File: config.mk
export PLATFORM = sky130hd
export DESIGN_NAME = game_flow_ctrl_flat
export DESIGN_NICKNAME = d
export VERILOG_FILES = /design/src/rtl/game_flow_ctrl_pkg.sv /design/src/rtl/game_flow_ctrl_if.sv /design/src/rtl/game_flow_ctrl_difficulty_ramp.sv /design/src/rtl/game_flow_ctrl.sv /design/src/flat_wrapper.sv
export SDC_FILE = /design/constraint.sdc
export NUM_CORES = 1
export LEC_CHECK = 0
export CAP_MARGIN = 10
export CORE_MARGIN = 2
export CORE_UTILIZATION = 53
export CTS_CLUSTER_DIAMETER = 80
export DETAILED_ROUTE_END_ITERATION = 8
export PLACE_DENSITY = 0.86
export SYNTH_ARGS = -nofsm -noshare
export SYNTH_HDL_FRONTEND = slang
export SYNTH_SLANG_ARGS = --single-unit
File: constraint.sdc
create_clock -name clock_div -period 6.5 [get_ports clock_div]
set_clock_uncertainty 0.05 [all_clocks]
set_input_delay 1.3 -clock clock_div [delete_from_list [all_inputs] [get_ports clock_div]]
set_output_delay 1.3 -clock clock_div [all_outputs]
set_load 0.03 [all_outputs]
File: src/rtl/game_flow_ctrl_pkg.sv
// Shared types and constants for the game sequencer slice.
package game_pkg;

   typedef enum logic [1:0] {
      ST_IDLE      = 2'd0,
      ST_COUNTDOWN = 2'd1,
      ST_PLAYING   = 2'd2,
      ST_OVER      = 2'd3
   } game_state_t;

   localparam logic [1:0] DIFF_EASY = 2'd1;
   localparam logic [1:0] DIFF_MED  = 2'd2;
   localparam logic [1:0] DIFF_HARD = 2'd3;

   localparam int DEF_COUNT_FRAMES = 3;
   localparam int DEF_OVER_FRAMES  = 60;
   localparam int DEF_LVL2_SCORE   = 20;
   localparam int DEF_LVL3_SCORE   = 40;

   function automatic int max_i(input int a, input int b);
      return (a > b) ? a : b;
   endfunction

endpackage

File: src/rtl/game_flow_ctrl_if.sv
// Control/status bundle between input logic, the sequencer and score_engine.
interface game_flow_ctrl_if;
   logic        btn_start;
   logic        collision;
   logic [31:0] score;
   logic        start;
   logic [1:0]  difficulty;
   logic        game_over;
   logic [31:0] high_score;
   logic [31:0] final_score;
   logic [1:0]  state;

   modport master (
      output btn_start, collision, score,
      input  start, difficulty, game_over, high_score, final_score, state
   );

   modport slave (
      input  btn_start, collision, score,
      output start, difficulty, game_over, high_score, final_score, state
   );
endinterface

File: src/rtl/game_flow_ctrl_difficulty_ramp.sv
// Monotonic difficulty ramp driven by the live score while playing.
module difficulty_ramp
   import game_pkg::*;
#(
   parameter int LVL2_SCORE = DEF_LVL2_SCORE,
   parameter int LVL3_SCORE = DEF_LVL3_SCORE
) (
   input  logic        clock_div,
   input  logic        reset_n,
   input  logic [31:0] score,
   input  logic        enable,
   input  logic        clear,
   output logic [1:0]  difficulty
);

   localparam logic [31:0] L2 = 32'(LVL2_SCORE);
   localparam logic [31:0] L3 = 32'(LVL3_SCORE);

   // Clear wins; otherwise only ever step upward so a score drop never eases the game.
   always_ff @(posedge clock_div or negedge reset_n) begin
      if (!reset_n) begin
         difficulty <= DIFF_EASY;
      end else if (clear) begin
         difficulty <= DIFF_EASY;
      end else if (enable) begin
         if (score >= L3)
            difficulty <= DIFF_HARD;
         else if (score >= L2 && difficulty < DIFF_MED)
            difficulty <= DIFF_MED;
      end
   end

endmodule

File: src/rtl/game_flow_ctrl.sv
// Game life-cycle sequencer: idle -> countdown -> playing -> over, with high-score latch.
module game_flow_ctrl
   import game_pkg::*;
#(
   parameter int COUNT_FRAMES = DEF_COUNT_FRAMES,
   parameter int OVER_FRAMES  = DEF_OVER_FRAMES,
   parameter int LVL2_SCORE   = DEF_LVL2_SCORE,
   parameter int LVL3_SCORE   = DEF_LVL3_SCORE
) (
   input  logic            clock_div,
   input  logic            reset_n,
   game_flow_ctrl_if.slave gif
);

   // One down-counter serves both the countdown and the game-over hold.
   localparam int MAXF  = max_i(COUNT_FRAMES, OVER_FRAMES);
   localparam int CNT_W = (MAXF > 1) ? $clog2(MAXF) : 1;
   localparam logic [CNT_W-1:0] CNT_START = CNT_W'(COUNT_FRAMES - 1);
   localparam logic [CNT_W-1:0] CNT_OVER  = CNT_W'(OVER_FRAMES - 1);

   game_state_t      state_q;
   logic [CNT_W-1:0] cnt_q;
   logic             start_q;
   logic             go_q;
   logic [31:0]      final_q;
   logic [31:0]      high_q;
   logic             ramp_en;
   logic             ramp_clr;

   // Difficulty falls back to easy whenever the next state is IDLE or COUNTDOWN.
   always_comb begin
      ramp_en  = (state_q == ST_PLAYING);
      ramp_clr = (state_q == ST_IDLE) ||
                 ((state_q == ST_OVER) && (gif.btn_start || cnt_q == '0));
   end

   // Main FSM with registered outputs, shared counter and score latches.
   always_ff @(posedge clock_div or negedge reset_n) begin
      if (!reset_n) begin
         state_q <= ST_IDLE;
         cnt_q   <= '0;
         start_q <= 1'b0;
         go_q    <= 1'b0;
         final_q <= '0;
         high_q  <= '0;
      end else begin
         case (state_q)
            ST_IDLE: begin
               start_q <= 1'b0;
               go_q    <= 1'b0;
               if (gif.btn_start) begin
                  state_q <= ST_COUNTDOWN;
                  cnt_q   <= CNT_START;
               end
            end
            ST_COUNTDOWN: begin
               if (cnt_q == '0) begin
                  state_q <= ST_PLAYING;
                  start_q <= 1'b1;
               end else begin
                  cnt_q <= cnt_q - CNT_W'(1);
               end
            end
            ST_PLAYING: begin
               start_q <= 1'b1;
               // Collision is the only exit; btn_start has no effect here.
               if (gif.collision) begin
                  state_q <= ST_OVER;
                  start_q <= 1'b0;
                  go_q    <= 1'b1;
                  final_q <= gif.score;
                  cnt_q   <= CNT_OVER;
                  if (gif.score > high_q)
                     high_q <= gif.score;
               end
            end
            ST_OVER: begin
               if (gif.btn_start) begin
                  state_q <= ST_COUNTDOWN;
                  go_q    <= 1'b0;
                  cnt_q   <= CNT_START;
               end else if (cnt_q == '0) begin
                  state_q <= ST_IDLE;
                  go_q    <= 1'b0;
               end else begin
                  cnt_q <= cnt_q - CNT_W'(1);
               end
            end
            default: begin
               state_q <= ST_IDLE;
               start_q <= 1'b0;
               go_q    <= 1'b0;
            end
         endcase
      end
   end

   difficulty_ramp #(
      .LVL2_SCORE (LVL2_SCORE),
      .LVL3_SCORE (LVL3_SCORE)
   ) u_ramp (
      .clock_div  (clock_div),
      .reset_n    (reset_n),
      .score      (gif.score),
      .enable     (ramp_en),
      .clear      (ramp_clr),
      .difficulty (gif.difficulty)
   );

   assign gif.state       = state_q;
   assign gif.start       = start_q;
   assign gif.game_over   = go_q;
   assign gif.final_score = final_q;
   assign gif.high_score  = high_q;

endmodule

File: src/flat_wrapper.sv
// flat-port wrapper written by rule: the top's interface ports become plain ports
module game_flow_ctrl_flat import game_pkg::*;
#(
   parameter int COUNT_FRAMES = DEF_COUNT_FRAMES,
   parameter int OVER_FRAMES  = DEF_OVER_FRAMES,
   parameter int LVL2_SCORE   = DEF_LVL2_SCORE,
   parameter int LVL3_SCORE   = DEF_LVL3_SCORE
)
  (clock_div, reset_n, gif_btn_start, gif_collision, gif_score, gif_start, gif_difficulty, gif_game_over, gif_high_score, gif_final_score, gif_state);
  game_flow_ctrl_if gif_i ();
  input  logic clock_div;
  input  logic reset_n;
  input wire logic [$bits(gif_i.btn_start)-1:0] gif_btn_start;
  input wire logic [$bits(gif_i.collision)-1:0] gif_collision;
  input wire logic [$bits(gif_i.score)-1:0] gif_score;
  output wire logic [$bits(gif_i.start)-1:0] gif_start;
  output wire logic [$bits(gif_i.difficulty)-1:0] gif_difficulty;
  output wire logic [$bits(gif_i.game_over)-1:0] gif_game_over;
  output wire logic [$bits(gif_i.high_score)-1:0] gif_high_score;
  output wire logic [$bits(gif_i.final_score)-1:0] gif_final_score;
  output wire logic [$bits(gif_i.state)-1:0] gif_state;
  assign gif_i.btn_start = gif_btn_start;
  assign gif_i.collision = gif_collision;
  assign gif_i.score = gif_score;
  assign gif_start = gif_i.start;
  assign gif_difficulty = gif_i.difficulty;
  assign gif_game_over = gif_i.game_over;
  assign gif_high_score = gif_i.high_score;
  assign gif_final_score = gif_i.final_score;
  assign gif_state = gif_i.state;
  game_flow_ctrl #(.COUNT_FRAMES(COUNT_FRAMES), .OVER_FRAMES(OVER_FRAMES), .LVL2_SCORE(LVL2_SCORE), .LVL3_SCORE(LVL3_SCORE)) u_core (.clock_div(clock_div), .reset_n(reset_n), .gif(gif_i));
endmodule
**After elaboration in Yosys (flattened, before gate mapping)**

Cells that the tools add are included.

- Add/subtract/negate cells: 1
- Magnitude comparators: 4
- Eq/ne operators: 7
- Mux-type cells: 22
- Reductions and logical operators: 17

Operators by type and width:

| kind | count |
|---|---|
| 32-bit by 5-bit >= comparator with 1-bit output (second input constant) | 1 |
| 32-bit by 6-bit >= comparator with 1-bit output (second input constant) | 1 |
| 32-bit greater-than comparator | 1 |
| 6-bit 2-to-1 mux | 4 |
| 6-bit one-hot mux with 4 select lines | 1 |
| 2-bit 2-to-1 mux | 9 |
| 3-bit nonzero test | 3 |
| 2-bit one-hot mux with 4 select lines | 1 |
| 2-bit AND reduction | 4 |
| 6-bit zero test | 1 |
| 1-bit one-hot mux with 3 select lines | 2 |
| 3-bit AND reduction | 2 |
| 6-bit by 1-bit subtractor with 6-bit output (second input constant) | 1 |
| 1-bit 2-to-1 mux | 5 |
| 2-bit == test (second input constant) | 2 |
| 2-bit inequality test (second input constant) | 2 |
| 4-bit AND reduction | 1 |
| 3-bit inequality test (second input constant) | 1 |
| 2-bit by 1-bit == test with 1-bit output (second input constant) | 1 |
| 1-bit logical AND | 2 |
| 2-bit zero test | 1 |
| 1-bit logical OR | 2 |
| 2-bit less-than comparator (second input constant) | 1 |
| 2-bit by 1-bit inequality test with 1-bit output (second input constant) | 1 |
| 2-bit nonzero test | 1 |

- Register bits: 76
- Input port bits: 36
- Output and inout port bits: 70
- Logic and storage cells: 58

**Longest topological paths before layout**

- Depth in word-level cells: 6
- Gate-level depth with buffers: 9
- Depth with buffers taken out: 8

**Cells and area by module**

Synthesis repeated with hierarchy kept, for this count alone.

- Cell total of the unflattened synthesis: 353
- Area total of the unflattened synthesis: 4166.5 um^2

By module, submodules not included:

| module | instances | cells each | area an instance (um^2) | seq. area each (um^2) |
|---|---|---|---|---|
| game_flow_ctrl | 1 | 332 | 3986.3 | 1851.8 |
| difficulty_ramp | 1 | 21 | 180.2 | 51.3 |

**Least setup slack after synthesis**

No wires, ideal clock.

- Path kind: input -> register
- From: input gif_score[9]
- To: register u_core.high_q[23] (netlist: u_core.gif.high_score[23])
- Library setup time: 125 ps
- Arrival time: 3145 ps
- Required time: 6325 ps
- Setup slack: 3180 ps
- Stages: 8
- Path buffers: 1
- Path through: ha_1 a21o_1 nand3_1 a21oi_1 or4_1 a31oi_4 buf_6 mux2_2

- Longest elaborated chain between the ends: 2

RTL lines:

| element | RTL line | source |
|---|---|---|
| start: declaration | flat_wrapper.sv:15 | `input wire logic [$bits(gif_i.score)-1:0] gif_score;` |
| 32-bit greater-than comparator | game_flow_ctrl.sv:73 | `if (gif.score > high_q)` |
| 3-bit AND reduction (no line) | - |  |
| end signal: assignment | game_flow_ctrl.sv:74 | `high_q <= gif.score;` |
| end: declaration | game_flow_ctrl.sv:26 | `logic [31:0] high_q;` |

Every way passes these cells.
A chain may end at the register's enable or synchronous reset.

**Worst setup path after layout**

- From: input gif_score[9]
- To: register u_core.high_q[27] (netlist: u_core.gif.high_score[27])

The elaborated chain is that of the path after synthesis.

==> out/metrics.cfg <==
[status]
outcome=finished, final reports clean

[flow_run]
drv_cap=0

[critical_path]
critical_path.cell_chain=clkdlybuf4s50_1 -> ha_1 -> a21o_1 -> nand3_1 -> a21oi_1 -> or4_1 -> a31oi_4 -> mux2_2
crit_arrival_ps=4400
reg2regPathDepth=8
path_buf_inv=1
r2r-start=u_core.gif.high_score[9]
r2r_end=u_core.gif.high_score[27]
crit_path_start_kind=input pin
worstPathRequired_ps=6690
r2r_slack_ps=3310
crit_path_end_kind=register
cpPeakStageDelay_ps=930
cp_max_fo=32
critPathSlowestCell=a31oi_4
cp_top_family=compound AO/OA/AOI/OAI gates
crit_type=in2reg

[layout]
antenna_cells_inserted=0
nets=540
multiInputGateArea_mm2=0.00193
syn2layout_area_growth_pct=32.0
postLayoutCoreUtil=0.727
drive_gt1_frac=0.168
register_area_mm2=0.00190
nFillCells=517

[pwr]
swShare=0.444
p_comb_frac=0.591
power_mw=2.92
p_switching_mw=1.30
power_density_mw_per_mm2=548
leakage_nw=2.42
share_seq_of_total_power=0.300
clockPowerShare=0.108
internal_power_mw=1.63
ir_drop_uv=304

[timing]
hold_violations=0
fin_crit_sh=0.647
max_slew_margin=0.245
rsz0062_at_grt=false
fin_tns_setup_ps=0
fmax_mhz=238
worstMarginPinSlew_ps=1130
fin_crit_ps=4210
final_max_slew_viol_count=0
finalSetupViolCount=0

[route]
drc=0
avgRoutedWirePerCell_um=17.2
wl_um=9770
drt_first_pass_iters=4
drtAntennaViolNets=0
vias=3202
via_per_inst=5.63
drtIter0Drc=162

[yosys]
seq_area_frac_synth=0.471
ys_dominant_reg_cell=dfrtp_1
netlist.area_leader.share=0.465
synthesis.area_mm2=0.00404
synth-edff-count=0
ys_ff_latch=76
syn_inst=355
synth_nets=430
synth_cell_type_count=38
synth_most_common_cell=dfrtp_1
yosys_warnings=0
avgSynthCellArea_um2=11.4
ys_async_sr_fraction=1.00
synth.area.top_cells=dfrtp_1 46%, mux2_2 17%, ha_1 12%, inv_1 3.8%, a21oi_1 3.0%
synth_common_cells=75 x dfrtp_1, 61 x mux2_2, 41 x inv_1, 39 x ha_1, 24 x a21oi_1
synth_top_cell_by_area=dfrtp_1

[min_path]
hold_end=u_core.gif.final_score[27]
hold_depth=1
hold_class=reg2reg
holdCritStartpoint=u_core.gif.final_score[27]

[clock_tree]
cts_buffers=9
tritoncts=yes
worstSkewPairLatency_ps=360
clock_path_buffers=2
ctsHoldBuffers=0
ctsResizeCount=0
htreeDepth=3
cts_num_sinks=76
cts_setup_buffers=0
clockRootBuffer=clkbuf_8
clk_pin_slew_ps=70

[grt]
grt_pass1_wl_um=16600
grt-ovfl-total=0
first_global_vias=3387
grt_max_degree=77
antenna_found_initial=0
grt.total_usage=0.251

[die]
die-area_mm2=0.00833
io_pins=106
die_w_um=91.3
rows=31
core_area_mm2=0.00733
die_y_um=91.3
initial_utilization=0.551

[place]
place_congestion=0.867
hpwl_um=7020
portBuffers=105

-- cell usage in the layout (no fill, tap or decap), types with 7 or more instances in the layout --
master / Yosys / final
clkbuf_8: 0 / 10
clkdlybuf4s50_1: 0 / 104
nor2_1: 15 / 15
nand2_1: 15 / 15
inv_1: 41 / 41
o21ai_0: 20 / 20
a21oi_1: 24 / 24
ha_1: 39 / 39
dfrtp_1: 75 / 75
nand4_1: 10 / 10
mux2_2: 61 / 61
nor4_1: 7 / 7
-- kinds of logic after synthesis --
kind of cell	share of synthesized area
fa+ha+maj	0.121
buf+inv	0.0502
mux	0.175
flops	0.471
compound gates	0.0970
simple gates	0.0855
-- sequential cells by signal (all words and copies together) (netlist names) --
signal                    flops
u_core.gif.final_score       32
u_core.gif.high_score        32
u_core.cnt_q                  6
u_core.gif.state              2
u_core.u_ramp.difficulty      2
u_core.gif.game_over          1
u_core.gif.start              1
-- per-layer routing --
metal,global-route usage,vias to the layer above,part of all wire
met4,0.101,0,0.013
met1,0.315,1584,0.42
met2,0.424,114,0.50
met3,0.0531,12,0.064
li1,-,1492,-
met5,0,-,0
-- metrics by stage --
step	area, um2	instances	setup slack [ps]	hold WS, ps
floorplan	4040	355	3180	429
finish	5330	569	2290	457
global route	5330	569	2130	484
CTS	5330	569	2300	459
detailed placement	5170	553	1920	442
global placement	5170	553	1990	421
-- worst max path at each step --
stage	to	startpoint	cells past startpoint	slack, ps
floorplan	u_core.gif.high_score[23]	gif_score[9]	8	3180
global placement	u_core.gif.high_score[2]	gif_score[13]	8	1990
CTS	u_core.gif.high_score[27]	gif_score[9]	8	2300
global route	u_core.gif.high_score[26]	gif_score[15]	8	2130
detailed placement	u_core.gif.high_score[27]	gif_score[9]	8	1920
finish	u_core.gif.high_score[27]	gif_score[9]	8	2290
-- final cells by class --
class / count / area share
repair buffers: 106 / 0.198
clock buffers: 14 / 0.0286
flip-flops and latches: 76 / 0.357
multi-input cells: 231 / 0.363
inverters: 41 / 0.0289
well taps: 99 / 0.0232
clock inverters: 2 / 0.00188
-- power groups by stage --
stage	Sequential [mW]	Clock (mW)	Combinational, mW
6_report	0.878	0.317	1.73
5_1_grt	0.913	0.345	1.85
3_5_place_dp	0.882	0	1.72
4_1_cts	0.877	0.323	1.74
2_1_floorplan	1.29	0	0.644
3_3_place_gp	0.868	0	1.67
(Power assumes the default switching activity.)
